===== config.mk =====
export PLATFORM = sky130hd
export DESIGN_NAME = seg7_scan_driver
export DESIGN_NICKNAME = d
export VERILOG_FILES = /design/src/rtl/seg7_scan_driver.sv
export SDC_FILE = /design/constraint.sdc
export NUM_CORES = 1
export LEC_CHECK = 0
export BUFFER_PORTS_ARGS = -buffer_cell sky130_fd_sc_hd__buf_2
export CAP_MARGIN = 20
export CORE_ASPECT_RATIO = 0.5
export CORE_MARGIN = 2
export CORE_UTILIZATION = 50
export DETAILED_ROUTE_END_ITERATION = 8
export PLACE_DENSITY = 0.71
export REMOVE_ABC_BUFFERS = 1
export SYNTH_ARGS = -nofsm -noshare
export SYNTH_HDL_FRONTEND = slang
export SYNTH_SLANG_ARGS = --single-unit

===== constraint.sdc =====
create_clock -name clk -period 2.6 [get_ports clk]
set_input_delay 0.52 -clock clk [delete_from_list [all_inputs] [get_ports clk]]
set_output_delay 0.52 -clock clk [all_outputs]
set_load 0.02 [all_outputs]

===== src/rtl/seg7_scan_driver.sv =====
`default_nettype none
// +--------------------------------------------------------------------------+
// | Module   : seg7_scan_driver                                              |
// | Purpose  : N-digit time-multiplexed 7-segment driver. A packed BCD value |
// |            is captured into a shadow register on load_i and is only      |
// |            committed to the displayed register at the end of a frame, so |
// |            a frame never mixes old and new digits. Each digit slot       |
// |            begins with one dead cycle (all anodes off) to avoid ghosting.|
// | Ports    : clk, rst (sync, active-high)                                  |
// |            load_i, digits_i[4N]  - capture strobe / packed BCD value     |
// |            blank_lz_i            - live leading-zero blanking enable     |
// |            seg_o[7] {A..G}       - registered shared segment bus         |
// |            an_o[N]               - registered per-digit anode enables    |
// |            frame_o               - one-cycle pulse at each frame start   |
// | Options  : `define SEG7_SCAN_HEX_EN to display codes 10..15 as A..F     |
// |            (otherwise they display as 0 and count as zero).              |
// | Revision : 1.0 - initial release                                         |
// +--------------------------------------------------------------------------+
module seg7_scan_driver #(
  parameter int N_DIGITS       = 3,
  parameter int SCAN_DIV       = 1000,
  parameter int SEG_ACTIVE_LOW = 1,
  parameter int AN_ACTIVE_LOW  = 1
) (
  input  logic                  clk,
  input  logic                  rst,
  input  logic                  load_i,
  input  logic [4*N_DIGITS-1:0] digits_i,
  input  logic                  blank_lz_i,
  output logic [6:0]            seg_o,
  output logic [N_DIGITS-1:0]   an_o,
  output logic                  frame_o
);

  localparam int   PW      = $clog2(SCAN_DIV);
  localparam int   IW      = (N_DIGITS > 1) ? $clog2(N_DIGITS) : 1;
  localparam logic SEG_LOW = (SEG_ACTIVE_LOW != 0);
  localparam logic AN_LOW  = (AN_ACTIVE_LOW != 0);
  localparam logic [6:0]          SEG_OFF = {7{SEG_LOW}};
  localparam logic [N_DIGITS-1:0] AN_OFF  = {N_DIGITS{AN_LOW}};

  logic [4*N_DIGITS-1:0] pending;
  logic [4*N_DIGITS-1:0] active;
  logic [PW-1:0]         pre;
  logic [IW-1:0]         idx;

  logic                  pre_last;
  logic                  idx_last;
  logic [3:0]            cur_digit;
  logic [N_DIGITS-1:0]   an_hot;
  logic                  cur_upper_zero;
  logic                  zero_run;
  logic                  blank;
  logic [6:0]            seg_next;

  // Active-high ABCDEFG pattern for one code.
  function automatic logic [6:0] decode(input logic [3:0] code);
    logic [6:0] pat;
    case (code)
      4'd0:    pat = 7'b1111110;
      4'd1:    pat = 7'b0110000;
      4'd2:    pat = 7'b1101101;
      4'd3:    pat = 7'b1111001;
      4'd4:    pat = 7'b0110011;
      4'd5:    pat = 7'b1011011;
      4'd6:    pat = 7'b1011111;
      4'd7:    pat = 7'b1110000;
      4'd8:    pat = 7'b1111111;
      4'd9:    pat = 7'b1111011;
`ifdef SEG7_SCAN_HEX_EN
      4'd10:   pat = 7'b1110111;
      4'd11:   pat = 7'b0011111;
      4'd12:   pat = 7'b1001110;
      4'd13:   pat = 7'b0111101;
      4'd14:   pat = 7'b1001111;
      4'd15:   pat = 7'b1000111;
`endif
      default: pat = 7'b1111110;
    endcase
    return pat;
  endfunction

  // Whether a code counts as a non-zero digit for blanking purposes.
  function automatic logic nonzero(input logic [3:0] code);
`ifdef SEG7_SCAN_HEX_EN
    return (code != 4'd0);
`else
    return (code != 4'd0) && (code <= 4'd9);
`endif
  endfunction

  assign pre_last = (pre == PW'(SCAN_DIV - 1));
  assign idx_last = (idx == IW'(N_DIGITS - 1));

  // Select the scanned digit and work out whether it, together with every
  // more significant digit, is zero (scan from the MSD downwards).
  always_comb begin
    cur_digit      = 4'd0;
    an_hot         = '0;
    cur_upper_zero = 1'b0;
    zero_run       = 1'b1;
    for (int k = N_DIGITS - 1; k >= 0; k--) begin
      zero_run = zero_run & ~nonzero(active[4*k +: 4]);
      if (idx == IW'(k)) begin
        cur_digit      = active[4*k +: 4];
        an_hot[k]      = 1'b1;
        cur_upper_zero = zero_run;
      end
    end
  end

  // Digit 0 is never blanked, so a value of zero still shows a single "0".
  assign blank    = blank_lz_i && cur_upper_zero && (idx != '0);
  assign seg_next = blank ? 7'b0000000 : decode(cur_digit);

  always_ff @(posedge clk) begin
    if (rst) begin
      pending <= '0;
      active  <= '0;
      pre     <= '0;
      idx     <= '0;
      seg_o   <= SEG_OFF;
      an_o    <= AN_OFF;
      frame_o <= 1'b0;
    end else begin
      if (load_i) begin
        pending <= digits_i;
      end
      // Commit takes the pending value as it stood before this edge, so a
      // load landing in the commit cycle waits for the next frame.
      if (pre_last && idx_last) begin
        active <= pending;
      end
      if (pre_last) begin
        pre <= '0;
        idx <= idx_last ? '0 : idx + IW'(1);
      end else begin
        pre <= pre + PW'(1);
      end

      // First cycle of every slot is dead time.
      if (pre == '0) begin
        seg_o <= SEG_OFF;
        an_o  <= AN_OFF;
      end else begin
        seg_o <= SEG_LOW ? ~seg_next : seg_next;
        an_o  <= AN_LOW ? ~an_hot : an_hot;
      end
      frame_o <= (pre == '0) && (idx == '0);
    end
  end

endmodule
`default_nettype wire


==> results.yml <==
status:
  outcome: "finished clean"
global_routing:
  grt_max_degree: 33
  use_met1: 0.196
  antenna_found_initial: 0
  met3_usage: 0.0556
  met2_usage: 0.295
  busiest_layer: "met2"
  grt-ovfl-total: 0
  grt_pass1_vias: 1256
  track_usage: 0.164
  grt_pass1_wl_um: 5560
drt:
  vias: 1371
  detail_route.first_pass.iterations: 4
  drt_iter0_drc: 56
  drt.antenna.violating_nets: 0
  wirelength_um: 3300
  drc_errors: 0
  via_per_inst: 5.00
  wl_per_cell_um: 12.0
layout:
  instances_no_fill: 274
  drive_gt1_frac: 0.170
  n_antenna_cell: 0
  layout.nets: 244
  n_fill_cell: 324
  final_common_cell: "dfxtp_1"
  design_area_mm2: 0.00217
  multi_input_area_um2: 931
  mostFrequentLayoutCells: "dfxtp_1 (47), nor2_1 (40), mux2i_1 (33), buf_2 (26), nand2_1 (9)"
  area_delta_synth_final_pct: 11.1
  ff_latch_area_um2: 941
cts:
  numCtsBuffers: 5
  clock-root-buffer: "clkbuf_8"
  clock_sinks: 47
  cts_tree: "done"
  path_clk_slew_ps: 80
  cts_buffer_depth: 2
  cts_max_level: 2
  ctsResizeCount: 0
  hold_buffers: 0
  worst_skew_pair.late_latency_ps: 290
  cts_setup_buffers: 0
power_and_ir_drop:
  p_sw_mw: 0.297
  p_sw_frac: 0.234
  pwr-share-seq: 0.599
  p_int_mw: 0.970
  p_total_mw: 1.27
  comb_power_share: 0.075
  p_clk_frac: 0.326
  p_per_area_mw_per_mm2: 584
  ir_drop_mv: 0.247
  power_leakage_nw: 0.977
synth:
  synthTopCellsByArea: "dfxtp_1 (48%), mux2i_1 (17%), nor2_1 (7.7%)"
  syn_inst: 198
  ys_seq_elements: 47
  yosysUniqueCellTypes: 34
  syn_area_per_cell_um2: 9.86
  synth_top_area_share: 0.482
  ys_seq_area_frac: 0.482
  synth_top_area_cell: "dfxtp_1"
  synth_area_mm2: 0.00195
  synth_warnings: 0
flow_run:
  maxCapViolations: 0
worst_setup_path:
  crit_arrival_ps: 2400
  crit_fanout: 12
  crit_type: "reg -> reg"
  end_kind: "register"
  start_kind: "register"
  crit_required_ps: 2770
placed_design:
  placed_area_mm2: 0.00208
  routabilityCongestion: 0.788
  place_ws_ps: 376
  place_inst: 266
  port_buffers: 26
  dp.final_hpwl_um: 2370
timing:
  slew_violations: 0
  clock_skew_ps: 4.60
  max-slew-margin-rel: 0.564
  hold_viol: 0
  grt_setup_unrepaired: "false"
  max_clock_freq_mhz: 447
  setup_violations: 0
  tightest_slew_ps: 654
  final.setup.worst_slack_ps: 362
  fin_crit_ps: 2240
  period_share: 0.861
  finalSetupTns_ps: 0
min_path:
  hold_path.class: "in -> reg"
floorplan:
  rows: 15
  dieArea_mm2: 0.00445
  die_y_um: 48.2
  start_util: 0.545
  core-area_mm2: 0.00358
  pin_count: 27
  die_w_um: 92.4
routing by layer:
| metal | vias to the layer above | share of wire |
|---|---|---|
| met5 | - | 0 |
| li1 | 720 | - |
| met1 | 626 | 0.51 |
| met2 | 20 | 0.44 |
| met4 | 0 | 0.0070 |
| met3 | 5 | 0.042 |
power by group through the flow:
stage	registers, mW	clock network (mW)	logic (mW)
4_1_cts	0.759	0.427	0.0963
5_1_grt	0.762	0.457	0.106
3_3_place_gp	0.775	0	0.0949
2_1_floorplan	0.791	0	0.0382
6_report	0.759	0.413	0.0953
3_5_place_dp	0.776	0	0.0959
registers in the layout, indices dropped and copies added, names as in the netlist:
| name | cells |
|---|---|
| active | 12 |
| an_o | 3 |
| frame_o | 1 |
| idx | 2 |
| pending | 12 |
| pre | 10 |
| seg_o | 7 |
metrics by stage:
step / hold WS (ps) / util
CTS: 456 / 0.605
global placement: 441 / 0.582
finish: 461 / 0.605
global route: 461 / 0.605
floorplan: 426 / -
detailed placement: 445 / 0.582
synthesized netlist by cell type:
| cell type | number |
|---|---|
| dfxtp_1 | 47 |
| nor2_1 | 40 |
| mux2i_1 | 33 |
| nand2_1 | 9 |
| o21ai_0 | 7 |
| ha_1 | 6 |
| xnor2_1 | 6 |
| clkbuf_1 | 5 |
| inv_1 | 5 |
| nand3_1 | 4 |
| a21oi_1 | 3 |
| and3_1 | 3 |
| o2bb2ai_1 | 3 |
| nand2b_1 | 2 |
| nor2b_1 | 2 |
| nor4_1 | 2 |
| o21a_1 | 2 |
| o22ai_1 | 2 |
| xor2_1 | 2 |
| a31oi_1 | 1 |
| and3_2 | 1 |
| buf_1 | 1 |
| buf_12 | 1 |
| buf_4 | 1 |
| buf_6 | 1 |
| nand3b_1 | 1 |
| nand4_2 | 1 |
| nor3_1 | 1 |
| nor4b_1 | 1 |
| o22a_1 | 1 |
| or3_2 | 1 |
| or3b_1 | 1 |
| or4_1 | 1 |
| or4_4 | 1 |
final timing paths:
kind,cells past startpoint,startpoint,slack [ps],to
worst max-delay path,6,pre[0]$_SDFF_PP0_,360,active[4]$_SDFFE_PP0P_
worst min-delay path,3,digits_i[8],460,pending[8]$_SDFFE_PP0P_
worst max register to register,6,pre[0]$_SDFF_PP0_,360,active[4]$_SDFFE_PP0P_
worst min register to register,1,pre[0]$_SDFF_PP0_,470,pre[0]$_SDFF_PP0_
area by class of cell:
type / count / area share
Multi-Input combinational cell: 137 / 0.429
Sequential cell: 47 / 0.434
Inverter: 5 / 0.00866
Clock inverter: 3 / 0.00692
Clock buffer: 5 / 0.0317
Tap cell: 51 / 0.0294
Timing Repair Buffer: 26 / 0.0600
critical path, cell delays in order (launching register included):
cell and delay, ps:
dfxtp_1 370, ha_1 210, nand3_1 90, or4_4 460
or3b_1 660, mux2i_1 260, nor2_1 50
logic make-up after synthesis:
family          after synthesis  share of synthesized area
xor+xnor                      8                     0.0359
mux                          33                      0.169
compound gates               19                     0.0609
buf+inv                      14                     0.0410
flops                        47                      0.482
fa+ha+maj                     6                     0.0385
simple gates                 71                      0.172
No activity file was read; power rests on OpenSTA's default activity.
